===== src/rtl/mem_arbiter_pkg.sv =====
// mem_arbiter_pkg: FSM state encodings and port ids shared by the memory arbiter
package mem_arbiter_pkg;
  typedef enum logic [1:0] {IDLE = 2'd0, ACCESS = 2'd1, RESP = 2'd2} state_t;
  localparam logic PORT0 = 1'b0;
  localparam logic PORT1 = 1'b1;
endpackage


===== src/rtl/mem_arb_pick.sv =====
// mem_arb_pick: combinational grant select; round-robin on ties when MEM_ARB_RR_EN is defined
module mem_arb_pick
  import mem_arbiter_pkg::*;
(
  input  logic [1:0] req,
`ifdef MEM_ARB_RR_EN
  input  logic       last_grant,
`endif
  output logic       gnt
);
`ifdef MEM_ARB_RR_EN
  assign gnt = &req ? ~last_grant : (req == 2'b10 ? PORT1 : PORT0);
`else
  assign gnt = req == 2'b10 ? PORT1 : PORT0;
`endif
endmodule


===== src/rtl/mem_arbiter.sv =====
// mem_arbiter: two-port single-memory arbiter with wait states; MEM_ARB_RR_EN enables round-robin
module mem_arbiter
  import mem_arbiter_pkg::*;
#(
  parameter int AW          = 30,
  parameter int WAIT_CYCLES = 1
) (
  input  logic          clk,
  input  logic          rstn,
  input  logic          m0_req,
  input  logic          m0_we,
  input  logic [AW-1:0] m0_addr,
  input  logic [31:0]   m0_wdata,
  input  logic [3:0]    m0_wstrb,
  output logic          m0_ready,
  output logic [31:0]   m0_rdata,
  input  logic          m1_req,
  input  logic          m1_we,
  input  logic [AW-1:0] m1_addr,
  input  logic [31:0]   m1_wdata,
  input  logic [3:0]    m1_wstrb,
  output logic          m1_ready,
  output logic [31:0]   m1_rdata,
  output logic          mem_en,
  output logic [3:0]    mem_we,
  output logic [AW-1:0] mem_addr,
  output logic [31:0]   mem_wdata,
  input  logic [31:0]   mem_rdata
);
  state_t        state, state_nx;
  logic [3:0]    cnt, cnt_nx;
  logic          grant, grant_nx, pick, busy, start;
  logic          g_we;
  logic [AW-1:0] g_addr;
  logic [31:0]   g_wdata;
  logic [3:0]    g_wstrb;
  assign start = state == IDLE && (m0_req || m1_req);
`ifdef MEM_ARB_RR_EN
  logic last_grant;
  always_ff @(posedge clk)
    if (!rstn) last_grant <= PORT1;
    else if (start) last_grant <= pick;
  mem_arb_pick u_pick (.req({m1_req, m0_req}), .last_grant(last_grant), .gnt(pick));
`else
  mem_arb_pick u_pick (.req({m1_req, m0_req}), .gnt(pick));
`endif
  always_ff @(posedge clk)
    if (!rstn) begin
      state <= IDLE;
      cnt   <= 4'd0;
      grant <= PORT0;
    end else begin
      state <= state_nx;
      cnt   <= cnt_nx;
      grant <= grant_nx;
    end
  always_comb begin
    state_nx = state;
    cnt_nx   = cnt;
    grant_nx = grant;
    unique case (state)
      IDLE: if (start) begin
        state_nx = ACCESS;
        cnt_nx   = 4'(WAIT_CYCLES);
        grant_nx = pick;
      end
      ACCESS: if (cnt == 4'd0) state_nx = RESP;
              else cnt_nx = cnt - 4'd1;
      RESP: state_nx = IDLE;
      default: state_nx = IDLE;
    endcase
  end
  assign g_we    = grant ? m1_we    : m0_we;
  assign g_addr  = grant ? m1_addr  : m0_addr;
  assign g_wdata = grant ? m1_wdata : m0_wdata;
  assign g_wstrb = grant ? m1_wstrb : m0_wstrb;
  assign busy      = state != IDLE;
  // rstn gates the strobes directly so a write never issues while reset is low
  assign mem_en    = rstn && busy;
  assign mem_we    = (rstn && state == ACCESS && cnt == 4'd0 && g_we) ? g_wstrb : 4'b0;
  assign mem_addr  = busy ? g_addr : '0;
  assign mem_wdata = busy ? g_wdata : '0;
  assign m0_ready  = rstn && state == RESP && grant == PORT0;
  assign m1_ready  = rstn && state == RESP && grant == PORT1;
  assign m0_rdata  = (busy && grant == PORT0) ? mem_rdata : '0;
  assign m1_rdata  = (busy && grant == PORT1) ? mem_rdata : '0;
endmodule


===== config.mk =====
export PLATFORM = sky130hd
export DESIGN_NAME = mem_arbiter
export DESIGN_NICKNAME = d
export VERILOG_FILES = /design/src/rtl/mem_arbiter_pkg.sv /design/src/rtl/mem_arb_pick.sv /design/src/rtl/mem_arbiter.sv
export SDC_FILE = /design/constraint.sdc
export NUM_CORES = 1
export LEC_CHECK = 0
export BUFFER_PORTS_ARGS = -buffer_cell sky130_fd_sc_hd__buf_2
export CORE_AREA = 2 2 117 119
export CTS_CLUSTER_DIAMETER = 80
export DETAILED_ROUTE_END_ITERATION = 6
export DIE_AREA = 0 0 119 121
export SLEW_MARGIN = 25
export SYNTH_ARGS = -nofsm -noshare
export SYNTH_HDL_FRONTEND = slang
export SYNTH_SLANG_ARGS = --single-unit

===== constraint.sdc =====
create_clock -name clk -period 1.5 [get_ports clk]
set_clock_uncertainty 0.05 [all_clocks]
set_input_delay 0.225 -clock clk [delete_from_list [all_inputs] [get_ports clk]]
set_output_delay 0.225 -clock clk [all_outputs]
set_load 0.01 [all_outputs]

# == Yosys cells after proc, flatten, opt, wreduce, memory -nomap -nowiden ==
# Index checks and enable logic that the tools add are counted.
# word_totals
regBits,7
input_bits,170
output_inout_bits,133
elab_cells,45
# classes
addsub,1
n_eq_ne,6
n_mux,16
n_bitwise,1
n_reduce_logical,18
# ops
op,n
two-way mux 32 bit,4
two-way mux 30 bit,2
two-way mux 4 bit,4
logical AND 1 bit,10
one-hot mux 4 bit (2 select lines),1
"!= test 2 bit, second input constant",3
"equality test 2 bit, second input constant",2
zero test 4 bit,1
two-way mux 2 bit,2
one-hot mux 2 bit (2 select lines),1
AND reduction 2 bit,2
nonzero test 2 bit,2
"subtractor 4 x 1 -> 4 bit, second input constant",1
AND reduction 3 bit,1
"equality test 2 x 1 -> 1 bit, second input constant",1
zero test 2 bit,1
two-way mux 1 bit,2
logical OR 1 bit,1
NOT 1 bit,1

# == Depth between registers and ports, before layout ==
# logic_depth
ltp_word,5
ltp_mapped,5
mapped_depth_nobuf,5

# == Hierarchy ==
# Synthesis repeated with hierarchy kept, for this count alone.
# hier_totals
hier_cells,205
hier_area_um2,1550.2
# by_module_without_submodules
mod,n_inst,cells_per_inst,area_per_inst_um2,seq_area_each_um2
mem_arbiter,1,204,1536.5,140.1
mem_arb_pick,1,1,13.8,0.0

# == Worst setup path after synthesis ==
# Ideal clock, no wire load.
# synth_path
kind,register to output
start,register cnt[0]
end,output mem_we[2]
t_arrival_ns,1.254
required_time_ns,1.225
slack_ns,-0.029
stages_incl_launch_ff,6
path_buffers,0
cell_sequence,dfxtp_1 > inv_1 > ha_1 > nor3b_2 > nand4b_1 > a21oi_1
# synth_via
elab_chain_cells,4
# synth_lines
item,line_no,text
start: declaration,mem_arbiter.sv:31,"logic [3:0] cnt, cnt_nx;"
start signal: assignment,mem_arbiter.sv:54,cnt <= cnt_nx;
zero test 4 bit,mem_arbiter.sv:80,assign mem_we = (rstn && state == ACCESS && cnt == 4'd0 && g_we) ? g_wstrb : 4'b0;
logical AND 1 bit (2 in a row),mem_arbiter.sv:80,
two-way mux 4 bit,mem_arbiter.sv:80,
end: declaration,mem_arbiter.sv:25,"output logic [3:0] mem_we,"
# Every way passes these cells.

# == Final worst setup path ==
# Same ends and word-level chain as after synthesis.

==> results <==
- The run finished, with violations left.
- The final reports fail on negative setup slack.
- TritonCTS built the clock tree.
- The smallest clock period supported by the final layout is computed as 1.734 ns.
- The aggregate global-route resource usage is 13.77%.
- When the netlist entered floorplanning its net count stood at 437.
- Summed over all layers, the global routing overflow is 0.
- The top cell types in the final layout, fill and taps aside, are buf_2, buf_6, nor2_1.
- The net switching power is 1.367 mW.
- The power density relative to cell area is 656.3 nW/µm².
- The total inserted antenna cells is 0.
- Entering global routing, the biggest net connects 37 pins.
- The post-route clock period utilization is 115.6%.
- The congestion estimate from routability-driven global placement came to 0.7546.
- The area growth from synthesis to layout is 186.3%.
- The top cell type by total area after synthesis is mux2i_1.
- The clock-pin slew reported for the worst setup and hold paths after clock tree synthesis is 0.04 ns.
- The commonest non-fill, non-tap cell in the layout is buf_2.
- Across the run, the number of max-cap violations was 0.
- The number of antenna violations at the first check in global routing came to 0.
- In the final layout, flip-flops and latches occupy 148.9 µm².
- Based on the critical path, the design can be clocked at up to 0.5767 GHz.
- The worst path arrival time is 1.46 ns.
- The number of warning messages in the yosys log is 0.
- The headroom to the max-slew limit is 74.37%.
- The effective utilization at floorplan is 13.64%.
- The number of filler instances in the final layout is 1335.
- The floorplan step defined a die boundary enclosing 14400 µm².
- Final hold analysis gives a worst-case slack of 0.1518 ns.
- The number of iterations in the first detailed-routing pass is 4.
- In this run the worst path has a maximum fanout of 5.
- The nature of the critical path startpoint is a flip-flop.
- The library cell used as clock root buffer is clkbuf_16.
- Setup repair after global routing could not meet its margin everywhere.
- STA puts the critical path data required time at 1.22 ns.
- The row count is 42.
- VDD sags by at most 0.3323 mV.
- The total of hold buffers inserted after clock tree synthesis is 0.
- The total wire length after detailed routing is 12020 µm.
- The remaining antenna violation count is 0.
- After layout, the worst setup slack is -0.2341 ns.
- The clock network power share is 13.8%.
- The horizontal die dimension is 119 µm.
- The cell area that synthesis handed to floorplanning was 1784 µm².
- The routed layout has 3217 vias.
- After technology mapping, the gate count stands at 265.
- Setup violations remaining at the end of the flow were counted as 134.
- In this run, synthesis produced a sequential element count of 7.
- The sequential fraction of design power is 6.8%.
- The number of vias per cell after detailed routing is 4.135.
- The count of buffers added on input and output ports is 302.
- The worst-skew pair later-pin latency is 0.23 ns.
- The DRC violation total after the first TritonRoute iteration is 83.
- The via count of the first global-routing pass came to 2988.
- The internal power contribution is 1.985 mW.
- The fraction of post-synthesis cell area in the top cell type by area is 34.78%.
- Combinational logic is responsible for 79.3% of the overall power.
- At the pin with the least slew margin, the transition time is 0.3738 ns.
- The total DRC errors in the routed layout is 0.
- The setup path with the least slack is of type flip-flop to output pin.
- The type of the tightest min-delay check is input pin to flip-flop.
- Counting the buffers created by CTS gives 3.
- The max-slew violation total from the final report is 0.
- The area of the placeable core is 13090 µm².
- The final HPWL from detailed placement is 8544 µm.
- The first global-routing pass estimated 15730 µm of wire.
- Pin placement for this block handled 303 I/O pins.
- In this run, distinct cell masters in the synthesized netlist total 29.
- CTS built an H-tree with a depth of 1.
- In the final routed layout, each cell accounts on average for 15.45 µm.
- The floorplan die height is 121 µm.
- The tree built by TritonCTS fans out to 7 sinks.
- The worst setup path is captured at an output pin.
- Of the cells placed in the final design, the portion with a size suffix greater than 1 is 73.75%.
- The post-synthesis sequential area ratio is 7.854%.
- In this run switching power makes up 40.79% of total power.
- The combined area of the multi-input logic cells is 2100 µm².
- The number of endpoints with negative hold slack in the final report is 0.
- By area the synthesized netlist is led by mux2i_1, nor2_1, and2_1.
- The clock passes through at most 2 buffers.
- After the last flow step, the layout net total stands at 775.
- The cell leakage power is 2.633 nW.
- In this run the mean area of a mapped cell was 6.733 µm².
- After layout, the design draws a total of 3.352 mW.
power groups by stage:
stage | Sequential (mW) | Clock (mW) | Combinational (mW)
after global routing | 0.232 | 0.481 | 2.84
after floorplan | 0.218 | 0 | 0.849
after detailed placement | 0.241 | 0 | 1.67
final | 0.229 | 0.463 | 2.66
after CTS | 0.224 | 0.464 | 2.18
after global placement | 0.240 | 0 | 1.66
kinds of logic after synthesis:
kind of cell | after synthesis | synth area share [%]
buf+inv | 31 | 7.153
flops | 7 | 7.854
mux | 62 | 34.78
simple gates | 147 | 42.85
fa+ha+maj | 2 | 1.402
compound gates | 16 | 5.961
Yosys cell counts:
library cell,count
nand2b_1,1
nand3_1,1
nor4b_1,1
nor3b_2,1
and3_1,32
and2_1,33
buf_2,9
nor2b_1,1
mux2i_1,62
buf_1,3
nand3b_1,1
or3_1,2
o221ai_1,1
inv_1,5
and4b_1,1
nor2_1,69
o21ai_0,3
a21oi_1,5
or4_1,2
clkbuf_1,14
dfxtp_1,7
ha_1,2
a32oi_1,3
a211oi_1,1
o22ai_1,1
o21ba_2,1
or2_2,1
nand4b_1,1
o31ai_1,1
layer usage:
| metal | up-vias | wire length (µm) | track usage, % |
|---|---|---|---|
| met5 | - | 0 | 0 |
| met4 | 0 | 89 | 2.232 |
| met3 | 9 | 681 | 1.786 |
| met2 | 166 | 6391 | 26.22 |
| met1 | 1449 | 4859 | 16.64 |
| li1 | 1593 | - | - |
through the flow:
stage / setup TNS (ns) / instance area, µm² / cells / util, % / setup WS (ns)
after global placement: -0.2336 / 3655 / 743 / 27.93 / -0.04211
after floorplan: -0.07131 / 1788 / 265 / - / -0.02377
after global routing: -26.35 / 5107 / 778 / 39.03 / -0.2807
final: -19.08 / 5107 / 778 / 39.03 / -0.2341
after CTS: -16.31 / 4362 / 771 / 33.33 / -0.2366
after detailed placement: -0.6032 / 3655 / 743 / 27.93 / -0.09190
sequential cells by signal, indices dropped and copies added, names as in the netlist:
register	count
grant	1
cnt	4
state	2
critical path, stage by stage, from the launching register on:
cell and delay, ns:
dfxtp_2 0.31, inv_2 0.07, ha_4 0.12, nor3b_4 0.18, nand4b_1 0.14, buf_6 0.16
a21oi_2 0.09, buf_2 0.14
area by class of cell:
cell class / instances / area share [%]
repair buffers: 359 / 49.76
multi-input cells: 227 / 41.11
well taps: 176 / 4.312
flip-flops and latches: 7 / 2.915
clock buffers: 4 / 1.543
inverters: 5 / 0.3675
repair_timing:
item / CTS / global route
gates resized for setup: 84 / 138
setup buffers: 19 / 7
cloned: 5 / 6
endpoints found under the setup margin: 135 / 137
pin swaps: 22 / 37
worst paths after layout:
check	from	endpoint	slack, ns	cells past startpoint
max	cnt[0]$_SDFFE_PN0P_	mem_we[2]	-0.23	7
min	m0_req	grant$_SDFFE_PN0P_	0.15	2
max reg2reg	cnt[0]$_SDFFE_PN0P_	cnt[3]$_SDFFE_PN0P_	-0.06	6
min reg2reg	cnt[3]$_SDFFE_PN0P_	cnt[3]$_SDFFE_PN0P_	0.48	2
Power figures use the tool's default switching activity.
